File: src/rtl/uart_tx_buffer.sv
// uart_tx_buffer: transmit FIFO draining bytes to the board UART over the shared ram1 data bus
module uart_tx_buffer #(
  parameter int DEPTH          = 16,
  parameter int ADDR_W         = 4,
  parameter int WRN_LOW_CYCLES = 2
) (
  input  logic              clk,
  input  logic              rst,
  input  logic              push,
  input  logic [7:0]        push_data,
  output logic              full,
  output logic              empty,
  output logic [ADDR_W:0]   count,
  output logic              overflow,
  output logic              busy,
  output logic              bus_req,
  input  logic              bus_gnt,
  output logic [7:0]        uart_data,
  output logic              uart_data_oe,
  output logic              wrn,
  input  logic              tbre,
  input  logic              tsre
);
  localparam int CW = WRN_LOW_CYCLES > 1 ? $clog2(WRN_LOW_CYCLES) : 1;
  typedef enum logic [2:0] {IDLE, REQ, SETUP, STROBE, RELEASE, GAP, WAIT_TBRE, WAIT_TSRE} state_t;
  state_t              state;
  logic [7:0]          mem [DEPTH];
  logic [ADDR_W-1:0]   rd_ptr, wr_ptr;
  logic [CW-1:0]       low_cnt;
  logic                pop, wr_en;
  assign pop   = state == RELEASE;
  assign wr_en = push && (!full || pop);
  assign full  = count == (ADDR_W+1)'(DEPTH);
  assign empty = count == '0;
  assign busy  = !empty || state != IDLE;
  always_ff @(posedge clk)
    if (wr_en) mem[wr_ptr] <= push_data;
  always_ff @(posedge clk or posedge rst)
    if (rst) begin
      rd_ptr   <= '0;
      wr_ptr   <= '0;
      count    <= '0;
      overflow <= 1'b0;
    end else begin
      if (wr_en) wr_ptr <= wr_ptr + 1'b1;
      if (pop) rd_ptr <= rd_ptr + 1'b1;
      if (wr_en && !pop) count <= count + 1'b1;
      else if (pop && !wr_en) count <= count - 1'b1;
      if (push && !wr_en) overflow <= 1'b1;
    end
  // Outputs are registered alongside the state so they change on the same edge as the transition.
  always_ff @(posedge clk or posedge rst)
    if (rst) begin
      state        <= IDLE;
      bus_req      <= 1'b0;
      uart_data    <= '0;
      uart_data_oe <= 1'b0;
      wrn          <= 1'b1;
      low_cnt      <= '0;
    end else begin
      case (state)
        IDLE: if (!empty) begin
          state   <= REQ;
          bus_req <= 1'b1;
        end
        REQ: if (bus_gnt) begin
          state        <= SETUP;
          uart_data    <= mem[rd_ptr];
          uart_data_oe <= 1'b1;
        end
        SETUP: begin
          state   <= STROBE;
          wrn     <= 1'b0;
          low_cnt <= CW'(WRN_LOW_CYCLES - 1);
        end
        STROBE:
          if (low_cnt == '0) begin
            state <= RELEASE;
            wrn   <= 1'b1;
          end else low_cnt <= low_cnt - 1'b1;
        RELEASE: begin
          state        <= GAP;
          bus_req      <= 1'b0;
          uart_data_oe <= 1'b0;
        end
        GAP:       state <= WAIT_TBRE;
        WAIT_TBRE: if (tbre) state <= WAIT_TSRE;
        WAIT_TSRE: if (tsre) state <= IDLE;
        default:   state <= IDLE;
      endcase
    end
endmodule

File: config.mk
export PLATFORM = sky130hd
export DESIGN_NAME = uart_tx_buffer
export DESIGN_NICKNAME = d
export VERILOG_FILES = /design/src/rtl/uart_tx_buffer.sv
export SDC_FILE = /design/constraint.sdc
export NUM_CORES = 1
export LEC_CHECK = 0
export ABC_AREA = 1
export CORE_MARGIN = 4
export CORE_UTILIZATION = 50
export DETAILED_ROUTE_END_ITERATION = 7
export GPL_TIMING_DRIVEN = 0
export PLACE_DENSITY_LB_ADDON = 0.3
export SYNTH_ARGS = -nofsm -noshare
export SYNTH_HDL_FRONTEND = slang
export SYNTH_SLANG_ARGS = --single-unit
File: constraint.sdc
create_clock -name clk -period 3.4 [get_ports clk]
set_clock_uncertainty 0.1 [all_clocks]
set_input_delay 0.51 -clock clk [delete_from_list [all_inputs] [get_ports clk]]
set_output_delay 0.51 -clock clk [all_outputs]
set_load 0.005 [all_outputs]
# Word level (Yosys, flattened, before mapping)
# Memory sizes are Yosys's and may differ from the RTL's. A register that Yosys moved wholly into a read port is not among the register bits.
# Index checks and enable logic that the tools add are counted.
[word_totals] ramBits=128 ff_bits=21 out_inout_bits=20 word_cells=68 in_bits=14 mem_count=1
[op_classes] eq_ne=13 n_reduce_logical=22 addsub=5 n_mux=18
[mem_list] name="mem" words=16 word_bits=8 read_ports=1 rd_clocked_by_memory_dff=1 wr=1 line="27" rtl="logic [7:0] mem [DEPTH];"
[op_table] op="3-bit case mux with 8 select lines" n=1
[op_table] op="3-bit two-way mux" n=5
[op_table] op="3-bit equality test (second input constant)" n=4
[op_table] op="5-bit two-way mux" n=2
[op_table] op="2-bit != test (second input constant)" n=5
[op_table] op="4-bit by 1-bit adder with 4-bit output (second input constant)" n=2
[op_table] op="1-bit case mux with 2 select lines" n=4
[op_table] op="2-bit AND reduction" n=4
[op_table] op="2-bit nonzero test" n=4
[op_table] op="3-bit by 2-bit equality test with 1-bit output (second input constant)" n=2
[op_table] op="1-bit two-way mux" n=6
[op_table] op="5-bit by 1-bit adder with 5-bit output (second input constant)" n=1
[op_table] op="5-bit equality test (second input constant)" n=1
[op_table] op="5-bit zero test" n=1
[op_table] op="5-bit AND reduction" n=1
[op_table] op="5-bit by 1-bit subtractor with 5-bit output (second input constant)" n=1
[op_table] op="1-bit logical AND" n=4
[op_table] op="1-bit zero test" n=4
[op_table] op="3-bit by 1-bit equality test with 1-bit output (second input constant)" n=1
[op_table] op="3-bit zero test" n=1
[op_table] op="3-bit nonzero test" n=1
[op_table] op="1-bit logical OR" n=2
[op_table] op="1-bit subtractor (second input constant)" n=1

# Depth between registers and ports, before layout
# Gate-level depths: netlist of the first run.
[logic_depth] depth_word=8 depth_mapped=16 depth_no_buf=16

# Least setup slack after synthesis of the first run
# Ideal clock, no wire load.
[synth_timing] path_kind="register to register" from="register count[2]" to="register count[4]" period_less_slack_ns=2.441 t_required_ns=3.179 setup_time_ns=0.121 path_slack_ns=0.959 t_arrival_ns=2.219 stages_incl_launch_ff=16 path_buffers=0 cell_sequence="dfrtp_1 nor2_1 nand3_1 nor2_1 nand2_1 nand2_2 inv_4 ha_1 inv_1 ha_1 a21oi_1 o21ai_0 a21oi_1 o21ai_0 nand2_1 nand2_1"
[synth_between] elab_chain_cells=7 elab_cells_between_ends=12 classes_between="add/sub: 2; eq/ne: 1; mux: 2; reduce/logical: 7"
[synth_lines] element="from (decl)" line="13" rtl="output logic [ADDR_W:0] count,"
[synth_lines] element="from (signal assigned)" line="47" rtl="if (wr_en && !pop) count <= count + 1'b1;"
[synth_lines] element="from (signal assigned)" line="48" rtl="else if (pop && !wr_en) count <= count - 1'b1;"
[synth_lines] element="5-bit equality test (*)" line="33" rtl="assign full = count == (ADDR_W+1)'(DEPTH);"
[synth_lines] element="named net full" line="11" rtl="output logic full,"
[synth_lines] element="1-bit zero test (*)" line="32" rtl="assign wr_en = push && (!full || pop);"
[synth_lines] element="1-bit logical OR (*)" line="32"
[synth_lines] element="1-bit logical AND (*)" line="32"
[synth_lines] element="named net wr_en" line="30" rtl="logic pop, wr_en;"
[synth_lines] element="1-bit zero test" line="48"
[synth_lines] element="1-bit logical AND" line="48"
[synth_lines] element="2-bit nonzero test (no line)"
# Mark *: on every way through the listed nets, which the timed path passes. The rest lies on a longest branch. The select of a mux whose other input is x is not followed.
# A chain may end at the register's enable or synchronous reset.

# Worst setup path in the final report of the first run
[layout_timing] from="register count[2]" to="register count[4]"
[layout_between] elab_chain_cells=7 elab_cells_between_ends=12 classes_between="add/sub: 2; eq/ne: 1; mux: 2; reduce/logical: 7"
[layout_lines] element="5-bit equality test (*)" line="33"
[layout_lines] element="1-bit zero test (*)" line="32"
[layout_lines] element="1-bit logical OR (*)" line="32"
[layout_lines] element="1-bit logical AND (*)" line="32"
[layout_lines] element="named net wr_en" line="30"
[layout_lines] element="1-bit zero test" line="48"
[layout_lines] element="1-bit logical AND" line="48"
[layout_lines] element="2-bit nonzero test (no line)"
# Marked as above.

==> summary.md, run 1 <==
| Metric | Value |
|---|---|
| GRT Overall Usage | `0.2231` |
| Final global-route overflow total | `0` |
| Width of the die | `about 130 µm` |
| Post-CTS setup repair buffer count | `0` |
| Most frequent cells after synthesis | `sky130_fd_sc_hd__nand2_1, sky130_fd_sc_hd__edfxtp_1, sky130_fd_sc_hd__inv_1, sky130_fd_sc_hd__nand3_1` |
| Total wire length | `16.76 mm` |
| Number of setup violations in the final report | `0` |
| Total of warnings raised by yosys | `0` |
| Port Buffer Count | `33` |
| Area fraction in and, or, nand and nor cells after synthesis | `0.2195` |
| Pwr dens | `862.1 mW/mm²` |
| Clock period minus worst slack | `2.724 ns` |
| Number of cells on the worst reg-to-reg path | `15` |
| Hold Path Class | `register to register` |
| Share of post-route cells with drive strength above 1 | `0.09351` |
| Count of unique library cells instantiated by Yosys | `28` |
| Mux share of post-synthesis cell area | `0` |
| 1st-pass router iterations | `4` |
| Cell family contributing the most delay on the critical path | `simple AND/OR/NAND/NOR gates` |
| Hold_buf cts | `0` |
| Highest ir drop seen on vdd | `approximately 0.45 mV` |
| Measured slew at the worst slew-check pin | `1.121 ns` |
| Arrival time at the worst endpoint | `2.93 ns` |
| Total number of cells along the worst setup path | `15` |
| Final-report hold violation count | `0` |
| Cell Chain, Critical Path | `nor2_1 > nand3_1 > nor2_1 > nand2_1 > nand2_2 > inv_4 > ha_1 > inv_1 > ha_1 > a21oi_1 > o21ai_0 > a21oi_1 > o21ai_0 > nand2_1 > nand2_1` |
| Net count after synthesis | `730` |
| Hold Path Cell Cnt | `1` |
| Combinational family with the most area after synthesis | `simple AND/OR/NAND/NOR gates` |
| Maximum clock rate | `0.3671 GHz` |
| Run status | `finished clean` |
| Worst stage delay on the critical path | `roughly 0.43 ns` |
| Area of the die | `0.01599 mm²` |
| Netlist Area Pre-Place | `0.007015 mm²` |
| DR DRC count | `0` |
| Number of flip-flops and latches in the synthesized netlist | `157` |
| Share of the yosys chip area belonging to registers | `0.6515` |
| Via density per instance | `just over 5` |
| Share of synthesized registers carrying an async set or reset | `0.1847` |
| Routed via count | `roughly 4900` |
| Unrepaired setup endpoints after global routing | `no` |
| CTS sink cnt | `around 160` |
| Area leader, netlist | `sky130_fd_sc_hd__edfxtp_1` |
| H-Tree Depth | `4` |
| Post-CTS clock slew at the launch and capture registers of the worst setup and hold paths | `0.06 ns` |
| Cell leakage power | `3.605 nW` |
| Main flop type after synthesis | `sky130_fd_sc_hd__edfxtp_1` |
| P&R area growth vs syn | `16.68%` |
| Worst-path fanout max | `10` |
| Initial drt markers | `413` |
| Mapped Cells | `705` |
| Wire length of the first global-routing pass | `26.68 mm` |
| Count of nets left with antenna violations after detail routing | `0` |
| Antenna violations before repair | `0` |
| Wire per inst | `17.63 µm` |
| Max_slew headroom | `0.2517` |
| Max-Cap Viols | `0` |
| Row Count | `43` |
| Worst path slowest cell | `sky130_fd_sc_hd__dfrtp_1` |
| Count of flip-flops with a built-in enable after synthesis | `roughly 130` |
| Area fraction in compound gates after synthesis | `0.01623` |
| Startpoint of the worst setup timing path | `count[2]` |
| FF-to-FF Start | `count[2]` |
| Final weighted congestion in routability-driven placement | `0.8794` |
| Number of pins with negative max-slew slack in the final report | `0` |
| Adder and majority cell fraction of the synthesized area | `0.02069` |
| PostCTS Resize Cnt | `0` |
| Fin Setup TNS | `0 ns` |
| Data required, critical path | `3.61 ns` |
| Number of I/O pins | `34` |
| Worst min-delay path startpoint | `low_cnt` |
| Mean instance size in the synthesized netlist | `9.951 µm²` |
| Layout Nets | `782` |
| Die extent in y | `126.5 µm` |
| Area share of xor/xnor cells in the synthesized design | `0.007491` |
| Count of buffer and inverter cells on the critical path | `2` |
| Maximum number of pins on one net before global-route repair | `30` |
| Fraction of post-synthesis cell area in the top cell type by area | `0.5479` |
| TritonCTS buffer count | `17` |
| CTS Root Buffer Type | `sky130_fd_sc_hd__clkbuf_16` |
| Initial core utilization | `0.5074` |
| Core area | `about 0.014 mm²` |
| Design area | `0.008185 mm²` |
| Clock tree from TritonCTS | `built` |
| CP Class | `register to register` |
| Cell with the most instances after synthesis | `sky130_fd_sc_hd__nand2_1` |
| Cell with the most instances on the worst path | `sky130_fd_sc_hd__nand2_1` |
| Placed cell area | `0.007571 mm²` |
| Portion of the clock cycle consumed by the worst path in the final layout | `0.8011` |
| Post-DP HPWL | `11.50 mm` |
| Clock insertion delay at the later pin of the skew report | `0.42 ns` |
| Number of global-route vias before repair | `4862` |
| Kind of start point of the critical path | `register` |
| Category of the worst setup path capture point | `register` |
| Max Buffers Root-to-Sink | `2` |
| Leading cell types by total area after synthesis | `sky130_fd_sc_hd__edfxtp_1, sky130_fd_sc_hd__nand2_1, sky130_fd_sc_hd__dfrtp_1` |
[per-layer routing]
metal  GRT usage  part of all wire  up-vias
met5           0                 0        -
met4     0.08770             0.024        0
met3     0.03916             0.064       30
met2      0.3639              0.50      154
met1      0.2996              0.41     2367
li1            -                 -     2372
[flip-flops by register name, indices dropped and copies added, names as in the netlist]
signal and cells:
wr_ptr 4, overflow 1, state 3, bus_req 1
count 5, low_cnt 1, rd_ptr 4, mem 128
uart_data_oe 1, wrn 1, uart_data 8
[final timing paths]
path	slack (ns)	to
max	0.68	count[4]
max reg2reg	0.68	count[4]
min reg2reg	0.35	wrn
max in group asynchronous	1.95	rd_ptr[0]
min in group asynchronous	0.58	uart_data_oe
min	0.35	wrn
[power by group]
group / internal, mW / switching, mW / total, mW
Sequential: 2.41 / 0.174 / 2.58
Combinational: 0.885 / 1.65 / 2.54
Clock: 1.21 / 0.730 / 1.94
Total: 4.50 / 2.56 / 7.06
[cell usage in the layout (no fill, tap or decap), drive strengths merged, types with 3 or more instances in the layout]
cell | synthesis | final
a21oi | 5 | 5
buf | 21 | 21
bufinv | 0 | 3
clkbuf | 3 | 24
clkdlybuf4s50 | 0 | 33
clkinv | 2 | 7
clkinvlp | 0 | 3
dfrtp | 28 | 28
edfxtp | 128 | 128
ha | 10 | 10
inv | 119 | 119
nand2 | 227 | 227
nand3 | 106 | 106
nor2 | 29 | 29
o21ai | 10 | 10
xor2 | 5 | 5
[kinds of logic after synthesis]
logic type | count (synthesis)
AOI/OAI and AO/OA | 20
buffers and inverters | 145
and+or+nand+nor | 366
adders and majority gates | 11
xor gates and xnor gates | 6
DFF | 157
[per-stage QoR]
step	hold WS [ns]	cells	total power, mW	worst slack, ns	util
after detailed placement	0.3549	918	5.130	0.5728	0.5476
after global routing	0.3798	950	7.500	0.4290	0.5918
after CTS	0.3512	950	7.073	0.6614	0.5918
after floorplan	0.3026	705	4.190	0.9595	-
after global placement	0.3176	918	5.063	0.6472	0.5476
final	0.3493	951	7.056	0.6762	0.5920
[final cells by class]
| cell class | instances | area, µm² |
|---|---|---|
| Antenna cell | 1 | 2.502 |
| Inverter | 121 | 456.7 |
| Timing Repair Buffer | 33 | 330.3 |
| Buffer | 24 | 136.4 |
| Sequential cell | 157 | 4571 |
| Multi-Input combinational cell | 403 | 1852 |
| Clock inverter | 11 | 141.4 |
| Clock buffer | 21 | 470.5 |
| Fill cell | 1159 | 5642 |
| Tap cell | 180 | 225.2 |
Note: power is estimated with default switching activity, not from simulation.
==> run 2, diff against run 1 <==
- clock period: 3.4 -> 2.4 ns (I/O delays scaled with it)
==> summary.md, run 2 (synthesis results as in run 1) <==
| Metric | Value |
|---|---|
| Run status | `finished clean` |
| Kind of start point of the critical path | `register` |
| Clock period minus worst slack | `2.393 ns` |
| Total design power | `9.983 mW` |
| Max Buffers Root-to-Sink | `2` |
| Final weighted congestion in routability-driven placement | `0.9566` |
| Total wire length | `16.81 mm` |
| Hold Path Class | `register to register` |
| Number of global-route vias before repair | `~4900` |
| Maximum number of pins on one net before global-route repair | `30` |
| Number of flip-flops in the largest register | `128` |
| Antenna Diode Count | `0` |
| GRT Overall Usage | `0.2184` |
| Wire per inst | `17.51 µm` |
| P&R area growth vs syn | `18.19%` |
| Highest ir drop seen on vdd | `~0.8 mV` |
| Via density per instance | `between 5 and 6` |
| Number of I/O pins | `34` |
| Unrepaired setup endpoints after global routing | `yes` |
| H-Tree Depth | `4` |
| Layout Cells excl Fill | `960` |
| 1st-pass router iterations | `5` |
| Width of the die | `126.5 µm` |
| Final global-route overflow total | `0` |
| Max-Cap Viols | `0` |
| Max_slew headroom | `0.2402` |
| Initial core utilization | `0.5074` |
| Hold_buf cts | `0` |
| Number of cells on the worst reg-to-reg path | `14` |
| Worst-path fanout max | `2` |
| Startpoint of the worst setup timing path | `count[2]` |
| DR DRC count | `0` |
| Die extent in y | `126.5 µm` |
| Largest registers in the final layout | `mem (128), uart_data (8), count (5)` |
| Share of post-route cells with drive strength above 1 | `0.1372` |
| TritonCTS buffer count | `17` |
| Arrival time at the worst endpoint | `1.93 ns` |
| Number of setup violations in the final report | `0` |
| Row Count | `43` |
| Cell leakage power | `3.636 nW` |
| Area of the die | `0.01599 mm²` |
| CP Class | `register to output pin` |
| Routed via count | `roughly 5000` |
| Core area | `0.01383 mm²` |
| End of the worst register-to-register path | `count[4]` |
| End point of the most critical hold path | `wrn` |
| Hold Path Cell Cnt | `1` |
| Post-CTS clock slew at the launch and capture registers of the worst setup and hold paths | `around 0.06 ns` |
| Number of fill cells in the layout | `1137` |
| Port Buffer Count | `33` |
| Post-DP HPWL | `11.45 mm` |
| Most common cell after layout, fill and taps aside | `sky130_fd_sc_hd__nand2_1` |
| Pwr dens | `1204 mW/mm²` |
| Portion of the clock cycle consumed by the worst path in the final layout | `0.9971` |
| Clock tree from TritonCTS | `built` |
| CTS sink cnt | `157` |
| Flop-to-flop setup slack | `~0.02 ns` |
| Layout Nets | `792` |
| Worst min-delay path startpoint | `low_cnt` |
| Maximum clock rate | `0.4179 GHz` |
| Initial drt markers | `443` |
| Antenna violations before repair | `0` |
| FF-to-FF Start | `count[2]` |
| Register area | `0.004571 mm²` |
| Data required, critical path | `1.94 ns` |
| Placed instance count | `918` |
| Highest-count cells in the layout ignoring fill and taps | `sky130_fd_sc_hd__nand2_1, sky130_fd_sc_hd__edfxtp_1, sky130_fd_sc_hd__inv_1` |
| Number of pins with negative max-slew slack in the final report | `0` |
| Wire length of the first global-routing pass | `26.18 mm` |
| Biggest register | `mem` |
| CTS Root Buffer Type | `sky130_fd_sc_hd__clkbuf_16` |
| Area occupied by multi-input gates | `0.001943 mm²` |
| Category of the worst setup path capture point | `output pin` |
| Measured slew at the worst slew-check pin | `1.138 ns` |
| Final-report hold violation count | `0` |
| Clock insertion delay at the later pin of the skew report | `0.43 ns` |
| Count of nets left with antenna violations after detail routing | `0` |
-- run 2: per-layer routing --
layer	share of wire	global-route usage	vias up
met5	0	0	-
met4	0.027	0.07950	0
met3	0.067	0.05853	30
met2	0.48	0.3471	167
met1	0.42	0.2908	2413
li1	-	-	2397
-- run 2: critical path, stage by stage, from the launching register on --
cell                              delay, ns
sky130_fd_sc_hd__dfrtp_1               0.39
sky130_fd_sc_hd__nor2_1                0.15
sky130_fd_sc_hd__nand3_2               0.14
sky130_fd_sc_hd__nor2_4                0.14
sky130_fd_sc_hd__buf_4                 0.12
sky130_fd_sc_hd__buf_4                 0.09
sky130_fd_sc_hd__clkdlybuf4s50_1       0.49
-- run 2: worst max-delay path by stage --
stage | endpoint | slack [ns] | cells past startpoint
6_report | full | 0.007 | 6
5_1_grt | count[4] | -0.1 | 15
4_1_cts | count[4] | -0.02 | 16
3_5_place_dp | count[4] | -0.31 | 15
3_3_place_gp | count[4] | -0.19 | 12
2_1_floorplan | count[4] | 0.0006 | 15
-- run 2: what timing repair did --
item | 4_1_cts | 5_1_grt
buffers inserted | 9 | 1
endpoints found under the setup margin | 4 | 100
gates resized for setup | 7 | 24
pin swaps | 2 | 1
-- run 2: metrics by stage --
stage	worst slack (ns)	setup TNS, ns	hold WS, ns	utilization	instance area (µm²)
4_1_cts	-0.02494	-0.04708	0.3456	0.5934	8205
2_1_floorplan	0.0006066	0	0.3026	-	7018
3_5_place_dp	-0.3069	-0.4521	0.3233	0.5477	7574
5_1_grt	-0.09539	-0.2040	0.3754	0.5997	8292
3_3_place_gp	-0.1859	-0.1859	0.3197	0.5477	7574
6_report	0.006980	0	0.3426	0.5997	8292
-- run 2: layout make-up --
class,count,share of cell area
buffer,24,0.01645
tap,180,0.02716
timing repair buffer,43,0.04889
sequential,157,0.5512
clock buffer,20,0.05508
clock inverter,12,0.01147
inverter,121,0.05538
multi-input combinational,403,0.2343
-- run 2: where the power goes --
part,internal (mW),switching [mW],total (mW)
sequential,3.41,0.224,3.63
combinational,1.39,2.45,3.84
clock,1.47,1.05,2.51
total,6.26,3.72,9.98
